--- config.mk ---
export PLATFORM = sky130hd
export DESIGN_NAME = uart_recv
export DESIGN_NICKNAME = d
export VERILOG_FILES = /design/src/rtl/uart_pkg.sv /design/src/rtl/uart_sync.sv /design/src/rtl/uart_recv.sv
export SDC_FILE = /design/constraint.sdc
export NUM_CORES = 1
export LEC_CHECK = 0
export CORE_MARGIN = 2
export CORE_UTILIZATION = 35
export DETAILED_ROUTE_END_ITERATION = 10
export GPL_ROUTABILITY_DRIVEN = 0
export GPL_TIMING_DRIVEN = 0
export PLACE_DENSITY_LB_ADDON = 0.3
export SKIP_LAST_GASP = 1
export SLEW_MARGIN = 40
export SYNTH_ARGS = -nofsm -noshare
export SYNTH_HDL_FRONTEND = slang
export SYNTH_SLANG_ARGS = --single-unit
--- constraint.sdc ---
create_clock -name clk -period 5.05 [get_ports clk]
set_input_delay 1.2625 -clock clk [delete_from_list [all_inputs] [get_ports clk]]
set_output_delay 1.2625 -clock clk [all_outputs]
set_load 0.01 [all_outputs]
--- src/rtl/uart_pkg.sv ---
// Shared UART definitions: FSM state encoding and default bit timing.
// Used by both the receiver and the transmitter.
package uart_pkg;

  // Receiver / transmitter FSM states. Encodings are fixed so that
  // state values look the same on both sides of the link in waveforms.
  typedef enum logic [1:0] {
    IDLE  = 2'b00,
    START = 2'b01,
    DATA  = 2'b10,
    STOP  = 2'b11
  } uart_state_t;

  // Default bit period minus one, in clock cycles.
  localparam int unsigned BAUD_CNT_MAX_DEFAULT = 10416;

  // Number of data bits in an 8N1 frame.
  localparam int unsigned DATA_BITS = 8;

  // Width needed to hold a baud counter that runs 0..max_cnt.
  function automatic int unsigned cnt_width(input int unsigned max_cnt);
    int unsigned w;
    w = 1;
    while ((2 ** w) <= max_cnt) begin
      w = w + 1;
    end
    return w;
  endfunction

endpackage

--- src/rtl/uart_sync.sv ---
// Serial input conditioning: two-flop synchronizer for the asynchronous
// line, one extra delay stage, and a falling-edge detector on the result.
// All flops reset to 1 so that an idle (high) line after reset is not
// mistaken for a start edge.
module uart_sync (
  input  logic clk,
  input  logic rst,
  input  logic din,
  output logic din_s,
  output logic fall
);

  logic sync1;
  logic din_d;

  // Synchronizer chain plus one delayed copy for edge detection.
  always_ff @(posedge clk or posedge rst) begin
    if (rst) begin
      sync1 <= 1'b1;
      din_s <= 1'b1;
      din_d <= 1'b1;
    end else begin
      sync1 <= din;
      din_s <= sync1;
      din_d <= din_s;
    end
  end

  // A start edge is a high-to-low transition of the synchronized line.
  assign fall = din_d & ~din_s;

endmodule

--- src/rtl/uart_recv.sv ---
// 8N1 UART receiver, LSB first.
//
// A falling edge of the synchronized line starts a frame. The start bit is
// re-checked at mid-bit to reject glitches; data bits and the stop bit are
// then sampled one full bit period apart, which keeps every sample near the
// centre of its bit.
//
// Build option: define UART_RECV_FRAME_CHECK_EN to report a stop bit of 0
// as a one-cycle frame_err pulse (no valid, data kept). Without it,
// frame_err is tied low and a bad stop bit is accepted as a good frame.
//
// Handshake: valid is a single-cycle strobe with no ready; data is loaded
// on the same edge valid rises and then holds until the next valid strobe.
// valid and frame_err are never high together.
module uart_recv
  import uart_pkg::*;
#(
  parameter int unsigned BAUD_CNT_MAX = BAUD_CNT_MAX_DEFAULT
) (
  input  logic       clk,
  input  logic       rst,
  input  logic       din,
  output logic       valid,
  output logic [7:0] data,
  output logic       frame_err,
  output logic       busy
);

  localparam int unsigned CNT_W = cnt_width(BAUD_CNT_MAX);

  // Counter values where the FSM acts: mid start bit, end of each bit.
  localparam logic [CNT_W-1:0] CNT_MID = CNT_W'(BAUD_CNT_MAX / 2);
  localparam logic [CNT_W-1:0] CNT_END = CNT_W'(BAUD_CNT_MAX);
  localparam logic [CNT_W-1:0] CNT_ONE = CNT_W'(1);
  localparam logic [2:0]       LAST_BIT = 3'(DATA_BITS - 1);

  uart_state_t      state;
  logic [CNT_W-1:0] baud_cnt;
  logic [2:0]       bit_cnt;
  logic [7:0]       shift_reg;

  logic din_s;
  logic fall;

`ifdef UART_RECV_FRAME_CHECK_EN
  logic frame_err_q;
`endif

  uart_sync u_sync (
    .clk   (clk),
    .rst   (rst),
    .din   (din),
    .din_s (din_s),
    .fall  (fall)
  );

  // Receive FSM with registered strobes; counters and shifter live here too
  // so every state change is visible in one place.
  always_ff @(posedge clk or posedge rst) begin
    if (rst) begin
      state     <= IDLE;
      baud_cnt  <= '0;
      bit_cnt   <= '0;
      shift_reg <= '0;
      data      <= '0;
      valid     <= 1'b0;
`ifdef UART_RECV_FRAME_CHECK_EN
      frame_err_q <= 1'b0;
`endif
    end else begin
      // Strobes last one cycle unless re-asserted below.
      valid <= 1'b0;
`ifdef UART_RECV_FRAME_CHECK_EN
      frame_err_q <= 1'b0;
`endif

      unique case (state)
        IDLE: begin
          baud_cnt <= '0;
          // Only an edge starts a frame; a line stuck low does not retrigger.
          if (fall) begin
            state   <= START;
            bit_cnt <= '0;
          end
        end

        START: begin
          if (baud_cnt == CNT_MID) begin
            baud_cnt <= '0;
            // Line back high at mid start bit means it was a glitch.
            if (din_s) begin
              state <= IDLE;
            end else begin
              state <= DATA;
            end
          end else begin
            baud_cnt <= baud_cnt + CNT_ONE;
          end
        end

        DATA: begin
          if (baud_cnt == CNT_END) begin
            baud_cnt           <= '0;
            shift_reg[bit_cnt] <= din_s;
            bit_cnt            <= bit_cnt + 3'd1;
            if (bit_cnt == LAST_BIT) begin
              state <= STOP;
            end
          end else begin
            baud_cnt <= baud_cnt + CNT_ONE;
          end
        end

        STOP: begin
          if (baud_cnt == CNT_END) begin
            baud_cnt <= '0;
            state    <= IDLE;
            if (din_s) begin
              data  <= shift_reg;
              valid <= 1'b1;
            end else begin
`ifdef UART_RECV_FRAME_CHECK_EN
              // Bad stop bit: report it and keep the previous byte.
              frame_err_q <= 1'b1;
`else
              // Stop bit is not checked; accept the byte as received.
              data  <= shift_reg;
              valid <= 1'b1;
`endif
            end
          end else begin
            baud_cnt <= baud_cnt + CNT_ONE;
          end
        end

        default: begin
          state    <= IDLE;
          baud_cnt <= '0;
        end
      endcase
    end
  end

  // Busy covers the whole frame, from start edge until the stop sample.
  assign busy = (state != IDLE);

`ifdef UART_RECV_FRAME_CHECK_EN
  assign frame_err = frame_err_q;
`else
  assign frame_err = 1'b0;
`endif

endmodule
Word level (Yosys, flattened, before mapping)
Cells that the tools add are included.
Widths: inputs -> output; s select.
{ "op_classes": {"n_addsub": 2, "n_mul": 0, "div": 0, "order_cmp": 2, "n_eq_ne": 11, "shift": 0, "mux": 18, "bitwise": 2, "reduce_logical": 9} }
{ "ops": {"columns": ["operator", "count"], "rows": [
  ["$pmux 14 s3", 1],
  ["$mux 14", 2],
  ["$add 14x1->14 const B", 1],
  ["$eq 14x13->1 const B", 1],
  ["$eq 14x14->1 const B", 1],
  ["$mux 2", 6],
  ["$ne 2x2->1 const B", 5],
  ["$bwmux 8", 1],
  ["$pmux 2 s4", 1],
  ["$mux 3", 2],
  ["$pmux 3 s2", 1],
  ["$reduce_and 5->1", 1],
  ["$eq 2x2->1 const B", 2],
  ["$lt 3x4->1 const B", 1],
  ["$reduce_and 2->1", 2],
  ["$reduce_bool 2->1", 2],
  ["$add 3x1->3 const B", 1],
  ["$demux 1 s3", 1],
  ["$eq 3x3->1 const B", 1],
  ["$ge 3x1->1 const B", 1],
  ["$mux 1", 3],
  ["$reduce_and 3->1", 1],
  ["$eq 2x1->1 const B", 1],
  ["$logic_not 2->1", 1],
  ["other kinds (4)", 4]
]} }
{ "word_totals": {"regBits": 39, "latch_bits": 0, "mem_bits_rw": 0, "rom_bits": 0, "elab_cells": 53, "mem_count": 0} }

Depth between registers and ports, before layout
{ "depth": {"ltp_word": 5, "mapped_depth": 7} }

By module
Synthesis repeated with hierarchy kept, for this count alone.
{ "unflattened": {"cells_unflattened": 166, "hier_area_um2": 1886.8} }
{ "modules_own_cells": {"columns": ["mod", "n_inst", "cells_each", "area_per_inst_um2"], "rows": [
  ["uart_recv", 1, 161, 1790.5],
  ["uart_sync", 1, 5, 96.3]
]} }

Worst setup path before layout
OpenSTA, ideal clock, no wires.
{ "synth_timing": {"kind": "register to output", "start": "register (tool-made name)", "end": "output busy", "arrival_time_ns": 0.804, "required_time_ns": 3.788, "path_slack_ns": 2.984, "path_stages_with_launch": 4, "path_buffers": 1, "cell_sequence": "dfrtp_1 clkbuf_1 nor2_1 inv_1"} }
{ "synth_lines": {"columns": ["element", "line", "source"], "rows": [
  ["end, declared", "uart_recv.sv:26", "output logic busy"]
]} }

==> flow_metrics.env <==
export IMPL_outcome="finished clean"
export IMPL_diodes=0
export IMPL_worstRegToRegCells=7
export IMPL_setup_violations=0
export IMPL_hold_buffers=0
export IMPL_syn_inst=166
export IMPL_grt_pass1_vias=1201
export IMPL_clock_skew_final_ps=5.32
export IMPL_place_hpwl_um=2190
export IMPL_irDropWorstVdd_mv=0.171
export IMPL_clkTransAtPathRegs_ps=80
export IMPL_worst_path_stages=4
export IMPL_drtIter0Drc=44
export IMPL_yosysSeqAreaShare=0.520
export IMPL_h_tree_depth=2
export IMPL_clock_latency_ps=300
export IMPL_avgSynthCellArea_um2=11.4
export IMPL_clock_path_buffers=2
export IMPL_max_freq_ghz=0.336
export IMPL_vias=1219
export IMPL_grt_max_degree=40
export IMPL_finalCritPeriodShare=0.590
export IMPL_slew_viol_final=0
export IMPL_synth_nets=173
export IMPL_cts_resized_gates=0
export IMPL_numCtsBuffers=5
export IMPL_port_buffers=12
export IMPL_ys_seq_elements=39
export IMPL_path_delay_family="buffers and inverters"
export IMPL_hold_path_class="flip-flop to flip-flop"
export IMPL_whs_path_depth=0
export IMPL_hold_viol=0
export IMPL_wl_per_cell_um=12.3
export IMPL_clock_sinks=39
export IMPL_endpoint_kind="output port"
export IMPL_fin_crit_ps=2980
export IMPL_synth_distinct_cells=39
export IMPL_first_pass_iters=4
export IMPL_postCtsSetupRepairBufs=0
export IMPL_cts_root_buf="clkbuf_8"
export IMPL_cp_arrival_ps=1720
export IMPL_crit_path_start_kind="flip-flop"
export IMPL_cpPeakStageDelay_ps=530
export IMPL_tns_ps=0
export IMPL_grt_usage=0.120
export IMPL_synth_area_leaders="dfrtp_1, mux2_2, xnor2_1, dfstp_2, nor2_1"
export IMPL_antenna_found_initial=0
export IMPL_path_cells="clkbuf_1 > nor2_1 > inv_1 > clkdlybuf4s50_1"
export IMPL_vias_per_cell=4.76
export IMPL_grt_overflow=0
export IMPL_grt_pass1_wl_um=5780
export IMPL_initial_core_util=0.367
export IMPL_coreArea_um2=5140
export IMPL_die_area_um2=5990
export IMPL_cp_slowest_cell="clkdlybuf4s50_1"
export IMPL_drt_wl_total_um=3160
export IMPL_yosys_area_top_type="dfrtp_1"
export IMPL_die_x_um=77.4
export IMPL_worstSetupPathType="flip-flop to output port"
export IMPL_synth_top_area_frac=0.478
export IMPL_async_flop_share=1.00
export IMPL_synth_commonest_cells="dfrtp_1, nor2_1, mux2_2, nand2_1, xnor2_1"
export IMPL_cts_tree="done"
export IMPL_crit_buf_inv=3
export IMPL_drive_gt1_frac=0.194
export IMPL_yosys_warnings=0
export IMPL_synth_flop_cell="dfrtp_1"
export IMPL_num_rows=26
export IMPL_p_total_uw=670
export IMPL_maxCapViolations=0
export IMPL_required_ps=3790
export IMPL_crit_fanout=10
export IMPL_rsz0062_at_grt="no"
export IMPL_largest_reg_flops=14
export IMPL_ant_nets=0
export IMPL_p_leak_nw=0.937
export IMPL_yosys_cell_count_top_type="dfrtp_1"
export IMPL_drcViolationCount=0
export IMPL_hold_slack_ps=359
export IMPL_area_growth_pct=16.1
export IMPL_die_h_um=77.4
export IMPL_layout_nets=192
export IMPL_synth_edf_count=0
export IMPL_pin_count=14
export IMPL_syn_cell_area_um2=1880
export IMPL_power_density_nw_per_um2=306
-- area by class of cell --
cell class / count / area, um2
fillers: 520 / 2950
flip-flops and latches: 39 / 980
multi-input cells: 112 / 840
repair buffers: 12 / 120
well taps: 70 / 87.6
clock buffers: 5 / 68.8
plain buffers: 7 / 35.0
inverters: 8 / 32.5
clock inverters: 3 / 25.0
-- through the flow --
step,util,setup WS [ps],instance area (um2),cells
final,0.426,2070,2190,256
after global routing,0.426,1980,2190,256
after CTS,0.426,2050,2190,256
after detailed placement,0.407,2380,2090,248
after global placement,0.407,2020,2090,248
after floorplan,-,2900,1880,166
-- kinds of logic (layout without fill, tap and decap cells) --
family,after synthesis,count (layout),synth area share
DFF,39,39,0.520
and+or+nand+nor,69,69,0.225
AOI/OAI and AO/OA,10,10,0.0405
xor gates and xnor gates,12,12,0.0558
muxes,16,16,0.0956
buffers and inverters,15,35,0.0345
other,1,1,0.00199
adders and majority gates,4,4,0.0266
-- per-layer routing --
metal	routed length, um	vias to the layer above	GRT usage
met5	0	-	0
met4	78	0	0.0643
met3	86	6	0.0221
met2	1360	13	0.175
met1	1640	585	0.169
li1	-	615	-
-- worst register-to-register path: stages, from the launching register on --
cell and delay [ps]:
dfrtp_1 440, inv_1 80, ha_1 140, nor4b_4 290
nand4_4 250, buf_4 240, nor4_4 220, mux2_1 340
-- report_power, final --
part           switching [mW]  internal [mW]  leakage, nW
combinational          0.0436         0.0406        0.369
clock                   0.120         0.0987       0.0443
sequential             0.0324          0.334        0.524
total                   0.196          0.474        0.937
-- path summary, 6_finish.rpt --
kind / startpoint / to / slack (ps)
hold / removal: u_sync.sync1$_DFF_PP1_ / u_sync.din_s$_DFF_PP1_ / 360
max in group asynchronous: rst / u_sync.sync1$_DFF_PP1_ / 3370
setup / recovery: flip-flop / busy / 2070
hold reg to reg: u_sync.sync1$_DFF_PP1_ / u_sync.din_s$_DFF_PP1_ / 360
min in group asynchronous: rst / shift_reg[2]$_DFFE_PP0P_ / 1340
setup reg to reg: baud_cnt[0]$_DFF_PP0_ / shift_reg[1]$_DFFE_PP0P_ / 2930
-- layout by cell type, fill, tap and decap left out, types with 3 or more instances in the layout --
master	Yosys	final
nor4b_1	4	4
dfstp_2	3	3
nor2_1	19	19
nand2_1	12	12
clkbuf_8	0	5
xnor2_1	10	10
nand3_1	5	5
clkbuf_1	4	4
mux2_2	15	15
ha_1	4	4
nand4_1	5	5
nor4_1	3	3
nor2b_1	4	4
clkdlybuf4s50_1	0	12
inv_1	8	7
nor3_1	5	5
dfrtp_1	36	36
No activity file was read; power rests on OpenSTA's default activity.
==> patch (same settings) <==
Register the output `data` once more; this adds one clock of latency there. The other outputs are not delayed to match. Comments in the files are not updated.
--- a/src/rtl/uart_recv.sv
+++ b/src/rtl/uart_recv.sv
@@ -34,6 +34,8 @@
   localparam logic [CNT_W-1:0] CNT_ONE = CNT_W'(1);
   localparam logic [2:0]       LAST_BIT = 3'(DATA_BITS - 1);
 
+  logic [7:0] data_s0;
+
   uart_state_t      state;
   logic [CNT_W-1:0] baud_cnt;
   logic [2:0]       bit_cnt;
@@ -62,7 +64,7 @@
       baud_cnt  <= '0;
       bit_cnt   <= '0;
       shift_reg <= '0;
-      data      <= '0;
+      data_s0   <= '0;
       valid     <= 1'b0;
 `ifdef UART_RECV_FRAME_CHECK_EN
       frame_err_q <= 1'b0;
@@ -116,7 +118,7 @@
             baud_cnt <= '0;
             state    <= IDLE;
             if (din_s) begin
-              data  <= shift_reg;
+              data_s0 <= shift_reg;
               valid <= 1'b1;
             end else begin
 `ifdef UART_RECV_FRAME_CHECK_EN
@@ -124,7 +126,7 @@
               frame_err_q <= 1'b1;
 `else
               // Stop bit is not checked; accept the byte as received.
-              data  <= shift_reg;
+              data_s0 <= shift_reg;
               valid <= 1'b1;
 `endif
             end
@@ -150,4 +152,8 @@
   assign frame_err = 1'b0;
 `endif
 
+  always_ff @(posedge clk) begin
+    data <= data_s0;
+  end
+
 endmodule
Function: no difference found for any inputs over 10 cycles, from zero or initial values and one cycle with rst high; that may be too few to reach the edited logic, so the function may still have changed.
==> patch against the original RTL <==
Die area grew 7.4%; clock skew grew 0.0025 ns; highest routed layer unchanged; global-route usage grew 0.090 points; design area grew 7.8%; synthesized area grew 7.8%; sequential cell count grew 8; sequential share of layout area grew 3.5 points; maximum frequency grew 0.38%; critical path depth is the same; largest power group unchanged; core utilization is essentially flat; power grew 18%; setup slack gained 0.011 ns; synthesized cell count grew 4.2%; wire length grew 3.6%.
==> patch: results (changes against the original RTL) <==
Layout
  – Layout cell share with drive strength beyond 1: 17.6% (-1.7 points)
  – Final #Nets: 199 (+3.6%)
  – Final std cells w/o fill: 265 (+3.5%)

Global route
  – Total track usage: 12.1% (+0.090 points)
  – First-pass GRT wire length: 5990 um (+3.7%)
  – Antenna violations before repair: 0 (unchanged)
  – Vias in the first global route: 1264 (+5.2%)
  – Largest net degree at the start of global routing: 40 (unchanged)

Synthesis
  – Mapped Nets: 180 (+4.0%)
  – Leading cell types by count after synthesis: dfrtp_1 (36), nor2_1 (18), mux2_2 (13)
  – Synth Area in XOR/XNOR: 5.17% (-0.41 points)
  – Post-synthesis mux area share: 8.87% (-0.69 points)
  – Complex-gate fraction of the synthesized area: 3.63% (-0.42 points)
  – Sequential share of the synthesized area: 56.1% (+4.1 points)
  – Fraction of registers with async set/reset: 83.0% (-17 points)
  – Avg Inst Size Synth: 11.7 sq um (+3.5%)
  – Top cells by area, synth: dfrtp_1 (44%), dfxtp_1 (7.9%), mux2_2 (7.2%)
  – Synth cell types: 37 (-5.1%)

Critical path
  – Critical Path AT: 1.70 ns (-0.02 ns)

Run status
  – Status: finished clean

Clock network
  – Clock latency on the worst-skew pair: 0.30 ns (about the same)
  – Clock buffer count from CTS: 5 (unchanged)
  – Post-CTS sizing: 0 (unchanged)
  – Reg clk slew, reported paths: 0.09 ns

Placement
  – Post-Place Cells: 257 (+3.6%)
  – DP Area: 2240 sq um (+7.2%)
  – DPL Wire Length: 2230 um (+1.7%)

STA
  – Fin Clk Skew: 0.00785 ns (+0.00253 ns)
  – Final hold violation count: 0 (unchanged)

Worst hold path
  – Worst hold path type: reg -> reg

Power and ir drop
  – Leak: 1.03 nW (+10%)

Routing
  – Via density: 4.77 (about the same)
  – Drt wl/cell: 12.4 um (+0.12%)
## patch: cell types whose count changed in the layout (fill, tap and decap cells not counted), moves of 3 or more
cell,delta
dfxtp_1,+8
nor3_1,+4
nand3_1,+3
nor4b_1,-3
nand4_1,-3
## patch: kinds of logic after synthesis
kind of cell | count (synthesis)
buffers and inverters | 14
AO/OA/AOI/OAI | 9
XOR/XNOR | 12
AND/OR/NAND/NOR | 70
multiplexers | 16
adder cells (fa/ha/maj) | 4
flip-flops | 47
other | 1
## patch: critical path: cells and delay by family (launching register included)
family / cells / cell delay (ns)
buf+inv: 3 / 0.93
flops: 1 / 0.34
simple gates: 1 / 0.13
## patch: final timing paths
path	cells after the start	startpoint	to	slack (ns)
setup / recovery	4	flip-flop	busy	2.08
hold / removal	0	u_sync.sync1$_DFF_PP1_	u_sync.din_s$_DFF_PP1_	0.36
setup reg to reg	7	baud_cnt[0]$_DFF_PP0_	shift_reg[7]$_DFFE_PP0P_	3.11
hold reg to reg	0	u_sync.sync1$_DFF_PP1_	u_sync.din_s$_DFF_PP1_	0.36
max in group asynchronous	2	rst	u_sync.din_s$_DFF_PP1_	3.36
min in group asynchronous	2	rst	shift_reg[7]$_DFFE_PP0P_	1.34
## patch: metal layers
layer | part of all wire [%] | global-route usage [%] | routed length (um) | up-vias
met5 | 0 | 0 | 0 | -
met4 | 2.1 | 5.08 | 68 | 0
met3 | 3.1 | 3.03 | 100 | 6
met2 | 44 | 19.3 | 1450 | 18
met1 | 51 | 15.5 | 1660 | 610
li1 | - | - | - | 629
## patch: cell type report
| cell class | instances | area [sq um] |
|---|---|---|
| clock inverters | 3 | 46.3 |
| repair buffers | 12 | 120 |
| fillers | 541 | 3180 |
| multi-input cells | 112 | 821 |
| inverters | 7 | 28.8 |
| well taps | 72 | 90.1 |
| clock buffers | 5 | 68.8 |
| flip-flops and latches | 47 | 1140 |
| plain buffers | 7 | 45.0 |
## patch: report_power, final
part | switching (mW) | leakage [nW] | internal [mW]
Clock | 0.132 | 0.0548 | 0.149
Combinational | 0.0447 | 0.390 | 0.0406
Sequential | 0.0275 | 0.588 | 0.398
## patch: per-stage QoR
step	worst slack (ns)	hold slack, ns
2_1_floorplan	2.90	0.344
3_3_place_gp	1.99	0.347
3_5_place_dp	2.41	0.354
4_1_cts	2.06	0.367
5_1_grt	1.92	0.372
6_report	2.08	0.364
